<file path="config.mk">
export PLATFORM = sky130hd
export DESIGN_NAME = alu_op_sequencer
export DESIGN_NICKNAME = d
export VERILOG_FILES = /design/src/rtl/alu_op_sequencer.sv
export SDC_FILE = /design/constraint.sdc
export NUM_CORES = 1
export LEC_CHECK = 0
export BUFFER_PORTS_ARGS = -buffer_cell sky130_fd_sc_hd__buf_2
export CAP_MARGIN = 5
export CORE_ASPECT_RATIO = 0.8
export CORE_MARGIN = 1.5
export CORE_UTILIZATION = 52
export DETAILED_ROUTE_END_ITERATION = 10
export GPL_ROUTABILITY_DRIVEN = 0
export MAX_ROUTING_LAYER = met4
export PLACE_DENSITY = 0.84
export SLEW_MARGIN = 20
export SYNTH_ARGS = -nofsm -noshare
export SYNTH_HDL_FRONTEND = slang
export SYNTH_SLANG_ARGS = --single-unit
</file>
<file path="constraint.sdc">
create_clock -name clk -period 5.8 [get_ports clk]
set_input_delay 0.87 -clock clk [delete_from_list [all_inputs] [get_ports clk]]
set_output_delay 0.87 -clock clk [all_outputs]
set_load 0.02 [all_outputs]
</file>
<file path="src/rtl/alu_op_sequencer.sv">
// Command-side sequencer for the register-file/ALU datapath: accepts instruction words,
// drives read/ALU/write controls, writes results back and returns them over valid/ready.
module alu_op_sequencer #(
    parameter int DATA_W = 32,
    parameter int REG_AW = 4
) (
    input  logic              clk,
    input  logic              reset,
    input  logic [31:0]       instr,
    input  logic              instr_valid,
    output logic              instr_ready,
    output logic [3:0]        alu_ctrl,
    output logic [REG_AW-1:0] rd_reg1,
    output logic [REG_AW-1:0] rd_reg2,
    output logic [REG_AW-1:0] wr_reg,
    output logic [DATA_W-1:0] wr_data,
    output logic              wr_en,
    input  logic [DATA_W-1:0] alu_result,
    input  logic              alu_zero,
    output logic [DATA_W-1:0] res_data,
    output logic              res_zero,
    output logic              res_valid,
    input  logic              res_ready,
    output logic              halted,
    output logic              illegal
);
    typedef enum logic [2:0] {S_IDLE, S_EXEC, S_WB, S_RESP, S_HALT} state_t;

    localparam logic [3:0] OP_ALU  = 4'h0;
    localparam logic [3:0] OP_LI   = 4'h1;
    localparam logic [3:0] OP_CMP  = 4'h2;
    localparam logic [3:0] OP_HALT = 4'hF;

    function automatic logic signed [DATA_W-1:0] sext_imm(input logic signed [15:0] v);
        return DATA_W'(v);
    endfunction

    state_t                   state_q;
    logic [3:0]               op_q;
    logic [REG_AW-1:0]        rd_q;
    logic signed [15:0]       imm_q;
    logic                     instr_ready_q, wr_en_q, res_valid_q, res_zero_q;
    logic                     halted_q, illegal_q;
    logic [3:0]               alu_ctrl_q;
    logic [REG_AW-1:0]        rd_reg1_q, rd_reg2_q, wr_reg_q;
    logic [DATA_W-1:0]        wr_data_q, res_data_q;
    logic                     in_uses_alu;

    assign in_uses_alu = (instr[31:28] == OP_ALU) || (instr[31:28] == OP_CMP);

    // Outputs are registered so each one is set on the edge that enters its state.
    always_ff @(posedge clk) begin
        if (reset) begin
            state_q       <= S_IDLE;
            instr_ready_q <= 1'b1;
            alu_ctrl_q    <= '0;
            rd_reg1_q     <= '0;
            rd_reg2_q     <= '0;
            wr_reg_q      <= '0;
            wr_data_q     <= '0;
            wr_en_q       <= 1'b0;
            res_data_q    <= '0;
            res_zero_q    <= 1'b0;
            res_valid_q   <= 1'b0;
            halted_q      <= 1'b0;
            illegal_q     <= 1'b0;
        end else begin
            case (state_q)
                S_IDLE: begin
                    if (instr_valid) begin
                        op_q          <= instr[31:28];
                        rd_q          <= REG_AW'(instr[27:24]);
                        imm_q         <= instr[15:0];
                        instr_ready_q <= 1'b0;
                        state_q       <= S_EXEC;
                        if (in_uses_alu) begin
                            alu_ctrl_q <= instr[3:0];
                            rd_reg1_q  <= REG_AW'(instr[23:20]);
                            rd_reg2_q  <= REG_AW'(instr[19:16]);
                        end
                    end
                end
                S_EXEC: begin
                    alu_ctrl_q <= '0;
                    rd_reg1_q  <= '0;
                    rd_reg2_q  <= '0;
                    case (op_q)
                        OP_ALU, OP_CMP: begin
                            res_data_q <= alu_result;
                            res_zero_q <= alu_zero;
                            if (op_q == OP_ALU) begin
                                wr_en_q   <= 1'b1;
                                wr_reg_q  <= rd_q;
                                wr_data_q <= alu_result;
                                state_q   <= S_WB;
                            end else begin
                                res_valid_q <= 1'b1;
                                state_q     <= S_RESP;
                            end
                        end
                        OP_LI: begin
                            res_data_q <= sext_imm(imm_q);
                            res_zero_q <= (imm_q == '0);
                            wr_en_q    <= 1'b1;
                            wr_reg_q   <= rd_q;
                            wr_data_q  <= sext_imm(imm_q);
                            state_q    <= S_WB;
                        end
                        OP_HALT: begin
                            halted_q <= 1'b1;
                            state_q  <= S_HALT;
                        end
                        default: begin
                            illegal_q     <= 1'b1;
                            instr_ready_q <= 1'b1;
                            state_q       <= S_IDLE;
                        end
                    endcase
                end
                S_WB: begin
                    wr_en_q     <= 1'b0;
                    wr_reg_q    <= '0;
                    wr_data_q   <= '0;
                    res_valid_q <= 1'b1;
                    state_q     <= S_RESP;
                end
                S_RESP: begin
                    if (res_ready) begin
                        res_valid_q   <= 1'b0;
                        instr_ready_q <= 1'b1;
                        state_q       <= S_IDLE;
                    end
                end
                S_HALT: state_q <= S_HALT;
                default: state_q <= S_IDLE;
            endcase
        end
    end

    assign instr_ready = instr_ready_q;
    assign alu_ctrl    = alu_ctrl_q;
    assign rd_reg1     = rd_reg1_q;
    assign rd_reg2     = rd_reg2_q;
    assign wr_reg      = wr_reg_q;
    assign wr_data     = wr_data_q;
    assign wr_en       = wr_en_q;
    assign res_data    = res_data_q;
    assign res_zero    = res_zero_q;
    assign res_valid   = res_valid_q;
    assign halted      = halted_q;
    assign illegal     = illegal_q;

endmodule

</file>
Word-level counts from Yosys, hierarchy flattened
Cells that the tools add are included.
W data, S select, Z words.
{"block": "totals", "regBits": 113, "input_bits": 69, "out_inout_bits": 86, "word_cells": 88}
{"block": "op_classes", "n_eq_ne": 16, "n_mux": 33, "bitwise_logic": 2, "reduce_logical": 21}
{"operator": "$pmux W32 S2", "count": 3}
{"operator": "$pmux W4 S2", "count": 5}
{"operator": "$mux W32", "count": 1}
{"operator": "$mux W4", "count": 7}
{"operator": "$logic_not A16 Y1", "count": 1}
{"operator": "$pmux W3 S5", "count": 1}
{"operator": "$ne A2 B2 Y1 const B", "count": 6}
{"operator": "$pmux W3 S3", "count": 1}
{"operator": "$reduce_and A3 Y1", "count": 3}
{"operator": "$eq A4 B2 Y1 const B", "count": 2}
{"operator": "$logic_not A4 Y1", "count": 2}
{"operator": "$mux W1", "count": 8}
{"operator": "$reduce_and A2 Y1", "count": 4}
{"operator": "$reduce_and A4 Y1", "count": 2}
{"operator": "$eq A3 B2 Y1 const B", "count": 2}
{"operator": "$mux W3", "count": 2}
{"operator": "$ne A3 B3 Y1 const B", "count": 2}
{"operator": "$pmux W1 S2", "count": 3}
{"operator": "$pmux W1 S3", "count": 2}
{"operator": "$reduce_bool A2 Y1", "count": 3}
{"operator": "$reduce_bool A3 Y1", "count": 2}
{"operator": "$eq A4 B1 Y1 const B", "count": 1}
{"operator": "$eq A4 B4 Y1 const B", "count": 1}
{"operator": "$reduce_or A4 Y1", "count": 1}
{"operator": "other kinds (6)", "count": 7}

Longest topological paths before layout
{"block": "logic_depth", "depth_word": 5, "mapped_depth": 7, "ltp_nobuf": 4}

Worst setup path before layout
OpenSTA, ideal clock, no wires.
{"block": "synth_path", "kind": "input to register", "start": "in reset", "end": "reg imm_q[0] (enable)", "setup_ns": 0.466, "arrival_ns": 3.601, "t_required_ns": 5.334, "path_slack_ns": 1.733, "stages": 3, "n_path_buf": 2, "cell_sequence": "clkbuf_1 clkbuf_1 nor4_1"}
{"block": "synth_via", "elab_chain_len": 2}
{"element": "from (decl)", "line": "8", "source": "input logic reset,"}
{"element": "$not A1 Y1 (no line)"}
{"element": "$reduce_and A3 Y1 (no line)"}
{"element": "to (signal assigned)", "line": "73", "source": "imm_q <= instr[15:0];"}
{"element": "to (decl)", "line": "41", "source": "logic signed [15:0] imm_q;"}
Every way passes these cells.
A chain may end at the register's enable or synchronous reset.

Final worst setup path
{"block": "layout_path", "start": "reg op_q[3]", "end": "reg res_data_q[21], in the netlist res_data[21]"}
{"block": "layout_via", "elab_chain_len": 4, "word_cells_on_any_way": 7, "cone_classes": "eq/ne (2); mux (1); reduce/logical (4)"}
{"element": "from (decl)", "line": "39", "source": "logic [3:0] op_q;"}
{"element": "from (signal assigned)", "line": "71", "source": "op_q <= instr[31:28];"}
{"element": "$eq A4 B2 Y1 / $logic_not A4 Y1 (equally long branches)", "line": "87", "source": "case (op_q)"}
{"element": "$reduce_or A2 Y1"}
{"element": "$reduce_bool A2 Y1 (no line)"}
{"element": "$reduce_and A2 Y1 (no line)"}
{"element": "to (signal assigned)", "line": "89", "source": "res_data_q <= alu_result;"}
{"element": "to (signal assigned)", "line": "102", "source": "res_data_q <= sext_imm(imm_q);"}
{"element": "to (decl)", "line": "46", "source": "logic [DATA_W-1:0] wr_data_q, res_data_q;"}
Several ways; a longest one is shown, not always the timed one.

==> reports/metrics.yaml <==
status: "finished, final reports clean"
fin_cells: 664
ir_drop_v: 0.000256
synth_commonest_cells: "dfxtp_1 (89), o21ai_0 (48), nor2_1 (41), nand2_1 (37), a211oi_1 (33)"
synth_cell_types: 37
nets: 615
die_y_microns: 82.5
synthCells: 400
synth_compound_area_share_pct: 17.3
grt_util_all_layers_pct: 26.7
skew_ns: 0.00652
seq_area_frac_synth_pct: 60.9
min_path_type: "reg -> reg"
setup_violations: 0
dr_total_vias: 3597
power.switching_uw: 474
power.leakage_nw: 2.46
die_x_microns: 102
max_freq_ghz: 0.386
crit_required_ns: 6.19
postRouteAntennaNets: 0
hpwl_microns: 7120
synth_top_family_by_area: "compound AO/OA/AOI/OAI gates"
tightest_slew_ns: 1.05
period_share_pct: 44.6
synth_edf_count: 24
cts_root_buf: "clkbuf_8"
power_frac_clock_pct: 50.6
synthSimpleGateAreaFrac_pct: 14.7
synthAdderAreaFrac_pct: 0
synth.most_common_cell: "dfxtp_1"
switching_share_pct: 23.2
ff_latch_area_sq_mm: 0.00250
cts_tree: "built"
cts_max_path_buffers: 2
slowest_stage: "or4b_2"
drive_gt1_share_pct: 35.1
avgSynthCellArea_sq_um: 10.3
multiInputGateArea_sq_mm: 0.00150
startpoint_type: "flip-flop"
fin_crit_ns: 2.59
netlist_area_sq_mm: 0.00411
port_buffers: 154
hold_viol: 0
crit_fanout: 35
nFillCells: 551
yosys.area.top_type: "dfxtp_1"
crit_chain: "or4b_2 -> nor2_8 -> a21oi_1 -> a211oi_1"
slew_viol_final: 0
relSlewSlack_pct: 30.0
hold_buffers: 0
ys_warn_count: 0
syn_to_final_growth_pct: 34.4
via_per_inst: 5.42
synth_xor_area_share_pct: 0
die_area_sq_mm: 0.00845
cts_resized: 0
cp_data_arrival_time_ns: 2.98
worst-path-buf-inv: 0
clk-insertion-delay-late_ns: 0.50
drc: 0
p_int_mw: 1.57
seqPwrFrac_pct: 41.8
h-tree-depth: 4
critPathCaptureType: "flip-flop"
wl_per_cell_microns: 15.9
combPwrFrac_pct: 7.6
placedCellCount: 632
synth-main-ff-cell: "dfxtp_1"
drt-total-wl_microns: 10600
critPathKind: "reg -> reg"
boundaryPins: 155
antenna_cells: 0
synth_nets: 469
power_density_mw_per_mm2: 369
cap_violations: 0
post_cts_buffers: 0
start_util_pct: 54.6
grt_pass1_vias: 3418
row_count: 28
crit_family: "simple AND/OR/NAND/NOR gates"
clock-sinks: 113
synth.area.top_cells: "dfxtp_1 (43%), edfxtp_1 (18%), a211oi_1 (6.0%)"
cp_slowest_stage_delay_ns: 1.14
antenna_found_initial: 0
fin_setup_tns_ns: 0
grt-ovfl-total: 0
ys_seq_elements: 113
clk_pin_slew_ns: 0.06
synth.top_cell.area_share_pct: 43.3
core_region_area_sq_mm: 0.00753
cts_made_buffers: 17
grt_start_max_net_pins: 66
first_iter_violations: 151
grt_pass1_wl_microns: 16500
synthArstFlopShare_pct: 0
first_pass_iters: 5
rsz0062_at_grt: "no"
synth.area.mux_share_pct: 3.65
## power groups by stage
| stage | combinational [mW] | sequential, mW | clock [mW] |
|---|---|---|---|
| final | 0.154 | 0.853 | 1.03 |
| after global routing | 0.170 | 0.855 | 1.08 |
| after CTS | 0.153 | 0.852 | 1.04 |
| after detailed placement | 0.151 | 0.868 | 0 |
| after global placement | 0.148 | 0.867 | 0 |
| after floorplan | 0.0662 | 0.890 | 0 |
## final timing paths
check,start,to,slack (ns),cells past startpoint
worst max register to register,op_q[3],res_data[21],3.21,4
worst max-delay path,op_q[3],res_data[21],3.21,4
worst min-delay path,wr_en,wr_en,0.44,2
worst min register to register,wr_en,wr_en,0.44,2
## cells by family (layout without fill, tap and decap cells)
| kind of cell | Yosys count | in the layout |
|---|---|---|
| buffers and inverters | 31 | 190 |
| muxes | 15 | 15 |
| DFF | 113 | 113 |
| and+or+nand+nor | 125 | 125 |
| AOI/OAI and AO/OA | 116 | 116 |
## placed cells by master (no fill, tap or decap), types with 2 or more instances in the layout
cell type,Yosys,routed
inv_1,2,2
or4b_1,3,2
nor2_1,41,41
a31oi_1,2,2
buf_2,6,154
clkinv_4,0,3
a21oi_1,21,21
clkinv_2,0,4
a211oi_4,0,2
mux2i_1,15,15
a22o_1,4,4
clkbuf_8,0,3
bufinv_16,0,3
nor4_1,5,4
dfxtp_1,89,89
buf_4,3,2
nand2_1,37,37
nand3_1,13,12
o21ai_0,48,48
clkbuf_16,0,16
nand2b_1,13,13
nor3_1,4,4
edfxtp_1,24,24
a211oi_1,33,33
clkinvlp_4,0,2
## layer usage
| layer | share of wire, % | routed length, microns | vias to the layer above | global-route usage (%) |
|---|---|---|---|---|
| li1 | - | - | 1743 | - |
| met1 | 43 | 4580 | 1678 | 32.6 |
| met2 | 49 | 5220 | 159 | 43.6 |
| met3 | 6.3 | 665 | 17 | 6.82 |
| met4 | 1.2 | 130 | 0 | 8.90 |
| met5 | 0 | 0 | - | - |
## through the flow
step                instance area [sq um]  power [mW]  hold slack [ns]  utilization, %  worst slack (ns)
finish                               5520        2.04            0.442            73.3              3.21
global route                         5520        2.11            0.471            73.3              3.10
CTS                                  5510        2.05            0.442            73.2              3.24
detailed placement                   4910        1.02            0.433            65.2              2.78
global placement                     4910        1.01            0.428            65.2              2.86
floorplan                            4110       0.956            0.436               -              1.73
## worst register-to-register path, delay by kind of cell (launching register included)
family,cells,cell delay [ns]
simple gates,2,1.57
flops,1,0.46
compound gates,2,0.45
## layout make-up
class                           instances  share of cell area [%]
Sequential cell                       113                    45.3
Multi-Input combinational cell        256                    27.1
Timing Repair Buffer                  156                    14.2
Clock buffer                           19                    8.00
Clock inverter                         13                    2.90
Tap cell                              105                    2.38
Inverter                                2                   0.136
Power figures use the tool's default switching activity.
